==> config.mk <==
export PLATFORM = sky130hd
export DESIGN_NAME = checkout_scan_controller
export DESIGN_NICKNAME = d
export VERILOG_FILES = /design/src/rtl/checkout_scan_controller.sv
export SDC_FILE = /design/constraint.sdc
export NUM_CORES = 1
export LEC_CHECK = 0
export BUFFER_PORTS_ARGS = -buffer_cell sky130_fd_sc_hd__buf_2
export CORE_MARGIN = 2
export CORE_UTILIZATION = 52
export DETAILED_ROUTE_END_ITERATION = 16
export PLACE_DENSITY = 0.73
export SYNTH_ARGS = -nofsm -noshare
export SYNTH_HDL_FRONTEND = slang
export SYNTH_SLANG_ARGS = --single-unit
==> constraint.sdc <==
create_clock -name clk -period 1.9 [get_ports clk]
set_clock_uncertainty 0.2 [all_clocks]
set_input_delay 0.19 -clock clk [delete_from_list [all_inputs] [get_ports clk]]
set_output_delay 0.19 -clock clk [all_outputs]
set_load 0.05 [all_outputs]
==> src/rtl/checkout_scan_controller.sv <==
// checkout_scan_controller
//
// Controller for the checkout datapath. A rising edge on the scan request
// latches one item (3-bit UPC plus security mark). The item is then evaluated
// with the discount/stolen rule:
//   D = P | (U & C)
//   S = ~M & ~P & ~(U & C)
// It also keeps saturating totals of items, discounted items and stolen items.
// A stolen item latches the theft alarm. While the alarm is latched, scans are
// refused until an acknowledge edge arrives.
//
// Ports:
//   clk        system clock
//   reset      asynchronous, active-high; clears all state
//   upc[2:0]   item code {U,P,C}, asynchronous, sampled in CAPTURE
//   mark       security mark M, asynchronous, sampled in CAPTURE
//   scan       level scan request; each rising edge requests one scan
//   ack        level alarm acknowledge; each rising edge is one acknowledge
//   item_upc   UPC of the last accepted item
//   disc       last accepted item is discounted
//   stolen     last accepted item is stolen
//   alarm      latched theft alarm
//   busy       scan in progress or alarm latched
//   item_cnt   total accepted items (saturating)
//   disc_cnt   total discounted items (saturating)
//   stolen_cnt total stolen items (saturating)
module checkout_scan_controller #(
  parameter int CNT_W       = 4,
  parameter int SYNC_STAGES = 2
) (
  input  logic             clk,
  input  logic             reset,
  input  logic [2:0]       upc,
  input  logic             mark,
  input  logic             scan,
  input  logic             ack,
  output logic [2:0]       item_upc,
  output logic             disc,
  output logic             stolen,
  output logic             alarm,
  output logic             busy,
  output logic [CNT_W-1:0] item_cnt,
  output logic [CNT_W-1:0] disc_cnt,
  output logic [CNT_W-1:0] stolen_cnt
);

  typedef enum logic [1:0] {
    S_IDLE    = 2'd0,
    S_CAPTURE = 2'd1,
    S_EVAL    = 2'd2,
    S_ALARM   = 2'd3
  } state_t;

  state_t                 r_state;
  logic [SYNC_STAGES-1:0] r_scan_sync;
  logic [SYNC_STAGES-1:0] r_ack_sync;
  logic                   r_scan_prev;
  logic                   r_ack_prev;
  logic                   r_ack_p;
  logic [2:0]             r_item_upc;
  logic                   r_item_mark;

  logic w_scan_p;
  logic w_ack_rise;
  logic w_uc;
  logic w_d;
  logic w_s;

  // Saturating increment: holds at all-ones instead of wrapping.
  function automatic logic [CNT_W-1:0] sat_inc(input logic [CNT_W-1:0] v);
    return (&v) ? v : v + CNT_W'(1);
  endfunction

  // The MSB of each synchronizer shift register is the oldest and safe sample.
  assign w_scan_p   = r_scan_sync[SYNC_STAGES-1] & ~r_scan_prev;
  assign w_ack_rise = r_ack_sync[SYNC_STAGES-1] & ~r_ack_prev;

  // Detector on the latched item. D and S are mutually exclusive by construction.
  assign w_uc = r_item_upc[2] & r_item_upc[0];
  assign w_d  = r_item_upc[1] | w_uc;
  assign w_s  = ~r_item_mark & ~r_item_upc[1] & ~w_uc;

  // Input conditioning. The ack pulse has one extra register stage, so the
  // alarm clears SYNC_STAGES+2 edges after ack rises.
  always_ff @(posedge clk or posedge reset) begin
    if (reset) begin
      r_scan_sync <= '0;
      r_ack_sync  <= '0;
      r_scan_prev <= 1'b0;
      r_ack_prev  <= 1'b0;
      r_ack_p     <= 1'b0;
    end else begin
      r_scan_sync <= (r_scan_sync << 1) | SYNC_STAGES'(scan);
      r_ack_sync  <= (r_ack_sync << 1) | SYNC_STAGES'(ack);
      r_scan_prev <= r_scan_sync[SYNC_STAGES-1];
      r_ack_prev  <= r_ack_sync[SYNC_STAGES-1];
      r_ack_p     <= w_ack_rise;
    end
  end

  // Control FSM with registered outputs and counters.
  always_ff @(posedge clk or posedge reset) begin
    if (reset) begin
      r_state     <= S_IDLE;
      r_item_upc  <= 3'd0;
      r_item_mark <= 1'b0;
      item_upc    <= 3'd0;
      disc        <= 1'b0;
      stolen      <= 1'b0;
      alarm       <= 1'b0;
      busy        <= 1'b0;
      item_cnt    <= '0;
      disc_cnt    <= '0;
      stolen_cnt  <= '0;
    end else begin
      case (r_state)
        S_IDLE: begin
          if (w_scan_p) begin
            r_state <= S_CAPTURE;
            busy    <= 1'b1;
          end
        end
        S_CAPTURE: begin
          r_item_upc  <= upc;
          r_item_mark <= mark;
          r_state     <= S_EVAL;
        end
        S_EVAL: begin
          item_upc <= r_item_upc;
          disc     <= w_d;
          stolen   <= w_s;
          item_cnt <= sat_inc(item_cnt);
          if (w_d) disc_cnt <= sat_inc(disc_cnt);
          if (w_s) begin
            stolen_cnt <= sat_inc(stolen_cnt);
            alarm      <= 1'b1;
            r_state    <= S_ALARM;
          end else begin
            busy    <= 1'b0;
            r_state <= S_IDLE;
          end
        end
        S_ALARM: begin
          // Scan pulses here are dropped; only an ack leaves this state.
          if (r_ack_p) begin
            alarm   <= 1'b0;
            busy    <= 1'b0;
            r_state <= S_IDLE;
          end
        end
        default: r_state <= S_IDLE;
      endcase
    end
  end

endmodule

## Word level (Yosys, flattened, before mapping)

Index checks and enable logic that the tools add are counted.

| cells by class | value |
|---|---|
| equality and inequality tests | 7 |
| bitwise operators | 16 |
| reductions and logical operators | 12 |
| muxes and demuxes | 10 |
| $add $sub $neg | 3 |

Operators by type and width:

| kind | number |
|---|---|
| AND reduction 4 bit | 4 |
| adder 4 x 1 -> 4 bit, second input constant | 3 |
| AND reduction 3 bit | 3 |
| inequality test 2 bit, second input constant | 4 |
| inverter 1 bit | 8 |
| case mux 2 bit (4 select lines) | 1 |
| two-way mux 2 bit | 3 |
| bitwise AND 1 bit | 5 |
| equality test 2 bit, second input constant | 2 |
| two-way mux 1 bit | 4 |
| OR 2 x 1 -> 2 bit | 2 |
| AND reduction 2 bit | 2 |
| case mux 1 bit (3 select lines) | 1 |
| nonzero test 3 bit | 1 |
| equality test 2 x 1 -> 1 bit, second input constant | 1 |
| zero test 2 bit | 1 |
| case mux 1 bit (2 select lines) | 1 |
| nonzero test 2 bit | 1 |
| OR 1 bit | 1 |

| word-level totals | value |
|---|---|
| word-level logic and storage cells | 64 |
| register bits | 32 |

## Logic depth before layout (Yosys ltp)

| depth | value |
|---|---|
| depth in word-level cells | 5 |
| mapped depth | 5 |
| depth with buffers taken out | 4 |

## Worst setup path before layout

OpenSTA, ideal clock, no wires.

| path | value |
|---|---|
| kind | flip-flop to flip-flop |
| start point | reg disc_cnt[0] |
| end point | reg disc_cnt[1] |
| arrival time | 1,520 ps |
| path slack | 55 ps |
| stages on the path, launching flop included | 4 |
| data required time | 1,575 ps |
| buffers on the path | 0 |
| cell sequence | dfrtp_1 > ha_1 > a311o_1 > mux2_4 |

| between the ends | value |
|---|---|
| longest elaborated chain between the ends | 3 |

RTL lines:

| what | RTL line | text |
|---|---|---|
| from (decl) | 43 | `output logic [CNT_W-1:0] disc_cnt,` |
| from (signal assigned) | 133 | `if (w_d) disc_cnt <= sat_inc(disc_cnt);` |
| branches (longest 3 deep; another with adder 4 x 1 -> 4 bit) | - |  |

Parallel ways; which one is timed is not known.
A chain may end at the register's enable or synchronous reset.

## Worst setup path after layout

| path | value |
|---|---|
| start point | reg r_state[1] |
| end point | reg disc_cnt[1] |

| between the ends | value |
|---|---|
| longest elaborated chain between the ends | 2 |

RTL lines:

| what | RTL line | text |
|---|---|---|
| from (decl) | 54 | `state_t r_state;` |
| from (signal assigned) | 104 | `r_state <= S_IDLE;` |
| from (signal assigned) | 119 | `r_state <= S_CAPTURE;` |
| from (signal assigned) | 126 | `r_state <= S_EVAL;` |
| equality test 2 bit | 116 | `case (r_state)` |
| AND reduction 3 bit (no source line) | - |  |

No other way between the ends.

==> flow_summary_export.csv <==
group,metric,value,unit
status,status,"complete, no violations",
layout,regArea,801,µm²
logic_synthesis,synth.area.mux_share,8.91,%
logic_synthesis,synth.avg_cell_area,12.3,µm²
logic_synthesis,synth-adder-area-share,2.87,%
layout,drive_gt1_share,33.6,%
setup_path,cp_max_fo,10,
clock_tree,post_cts.repair.setup_buffers,0,
setup_path,cp.depth,3,
layout,final_cell_mix,"32 x dfrtp_1, 26 x buf_2, 18 x nand2_1",
hold_path,holdCritStartpoint,"r_scan_sync[0]$_DFF_PP0_",
layout,nets,159,
grt,antenna_found_initial,0,
logic_synthesis,synth_cell_types,27,
timing,fin_crit,1.77,ns
placed_design,place_congestion,0.695,
flow_run,maxCapViolCount,0,
placed_design,dp.cells,164,
layout,fillers,187,
die,core,2430,µm²
logic_synthesis,synth_nets,117,
logic_synthesis,synth_compound_area_share,6.51,%
logic_synthesis,synth_ff_type,"dfrtp_1",
timing,relSlewSlack,70.6,%
setup_path,path_class,"flip-flop to flip-flop",
logic_synthesis,synthCells,106,
timing,rsz0062_at_grt,"false",
logic_synthesis,synth_xor_area_share,2.01,%
drt,totalWireLength,2400,µm
grt,grt_usage,19.0,%
timing,worstMarginPinSlew,0.439,ns
grt,grt_pass1_vias,870,
timing,setup_violations,0,
placed_design,dp_hpwl,1660,µm
clock_tree,cts_root_buffer,"clkbuf_4",
logic_synthesis,yosys.area_share.simple,16.3,%
drt,vias,943,
timing,hold_viol,0,
logic_synthesis,netlist_area,1310,µm²
drt,wl_per_cell,13.4,µm
layout,layout_commonest_cell,"dfrtp_1",
logic_synthesis,yosysWarnings,0,
layout,syn_to_final_growth,24.2,%
drt,dr.pass1.iters,5,
layout,final_cells,179,
drt,drc,0,
die,dieArea,2930,µm²
setup_path,setup.worst_path.start_class,"flip-flop",
hold_path,hold_depth,0,
timing,holdWs,0.163,ns
die,ios,27,
setup_path,cp_num_buf_inv,0,
layout,post-route-util,66.7,%
timing,period_share,92.9,%
clock_tree,clk_pin_slew_worst_paths,0.10,ns
setup_path,path_cells,"nand2b_1 -> a311o_1 -> mux2_4",
setup_path,reg2reg_depth,3,
setup_path,cpPeakStageDelay,0.50,ns
setup_path,end_kind,"flip-flop",
die,initial_core_util,53.7,%
die,die_height,54.1,µm
setup_path,crit_slowest_cell,"dfrtp_1",
die,die_width,54.1,µm
drt,postRouteAntennaNets,0,
timing,fmax,566,MHz
clock_tree,clock_path_buffers,2,
layout,multiInputGateArea,478,µm²
hold_path,min_path_type,"flip-flop to flip-flop",
drt,drt_iter0_drc,16,
clock_tree,cts.sinks,32,
setup_path,crit_family,"flip-flops",
logic_synthesis,synth.yosys.seq_area_share,61.3,%
logic_synthesis,synth_edf_count,0,
clock_tree,cts_tree,"done",
clock_tree,htreeDepth,2,
setup_path,r2r-start,"r_state[1]$_DFFE_PP0P_",
logic_synthesis,synth_top_family_by_area,"simple AND/OR/NAND/NOR gates",
logic_synthesis,async_reset_ff_share,100,%
grt,grt.overflow.total,0,
grt,grt_max_degree,33,
setup_path,cp.arrival,1.79,ns
setup_path,cp.required,1.92,ns
setup_path,startpoint,"r_state[1]$_DFFE_PP0P_",
timing,slew_violations,0,
placed_design,io_buffers,26,
timing,finalSetupTns,0,ns
drt,avgViaCountPerCell,5.27,
die,num_rows,18,
clock_tree,cts_buffers,5,
logic_synthesis,ys_ff_latch,32,
grt,grt_pass1_wl,3790,µm
clock_tree,insertion_delay,0.33,ns
layout,antenna_cells,0,
==> logic make-up (layout without fill, tap and decap cells) <==
logic type               Yosys count  count (layout)
AO/OA/AOI/OAI                     13              13
XOR/XNOR                           3               3
adder cells (fa/ha/maj)            3               3
buffers and inverters              5              48
flip-flops                        32              32
multiplexers                      10              10
AND/OR/NAND/NOR                   40              40
==> routing by layer <==
layer | wire length [µm] | global-route usage, % | vias up
li1 | - | - | 450
met1 | 1000 | 23.2 | 447
met2 | 1210 | 30.7 | 36
met3 | 129 | 5.00 | 10
met4 | 59 | 10.0 | 0
met5 | 0 | 0 | -
==> per-stage QoR <==
step	instance area [µm²]	setup slack, ns
5_1_grt	1620	0.0454
6_report	1620	0.135
2_1_floorplan	1310	0.0550
4_1_cts	1620	0.156
3_3_place_gp	1490	0.213
3_5_place_dp	1490	0.172
==> cells in the mapped netlist, types with 2 or more instances <==
| library cell | number | area, µm² |
|---|---|---|
| mux2_2 | 9 | 101 |
| inv_1 | 2 | 7.51 |
| a41oi_1 | 2 | 17.5 |
| nand2b_1 | 4 | 25.0 |
| nand2_1 | 18 | 67.6 |
| dfrtp_1 | 32 | 801 |
| ha_1 | 3 | 37.5 |
| nor2b_1 | 7 | 43.8 |
| a31oi_1 | 4 | 25.0 |
| xnor2_1 | 2 | 17.5 |
| a21oi_1 | 4 | 20.0 |
| nand3_1 | 4 | 20.0 |
==> timing repair <==
action	CTS	global route
endpoints found under the hold margin	38	0
hold buffers	7	0
gates resized for setup	0	0
endpoints found under the setup margin	0	0
==> final timing paths <==
kind / endpoint / slack [ns]
max: disc_cnt[1]$_DFFE_PP0P_ / 0.13
min: r_scan_sync[1]$_DFF_PP0_ / 0.16
max in group asynchronous: disc$_DFFE_PP0P_ / 0.95
max reg2reg: disc_cnt[1]$_DFFE_PP0P_ / 0.13
min reg2reg: r_scan_sync[1]$_DFF_PP0_ / 0.16
min in group asynchronous: r_scan_sync[0]$_DFF_PP0_ / 0.27
==> state kept, by name, indices dropped and copies added, names as in the netlist <==
register	flops
item_cnt	4
r_item_mark	1
r_state	2
stolen_cnt	4
alarm	1
r_scan_sync	2
item_upc	3
r_ack_p	1
stolen	1
r_ack_prev	1
disc_cnt	4
r_scan_prev	1
busy	1
r_ack_sync	2
disc	1
r_item_upc	3
==> cell type report <==
type | instances | area share (%)
Clock inverter | 2 | 0.617
Sequential cell | 32 | 49.3
Tap cell | 30 | 2.31
Inverter | 2 | 0.463
Clock buffer | 6 | 3.16
Multi-Input combinational cell | 69 | 29.5
Timing Repair Buffer | 38 | 14.6
==> worst register-to-register path, stage by stage (launching register included) <==
cell      delay (ns)
dfrtp_1         0.50
nand2b_1        0.27
a311o_1         0.39
mux2_4          0.31
Power is left out: the tool's default activity adds up to more than one toggle a clock period on the data nets, which glitch-free logic cannot reach.
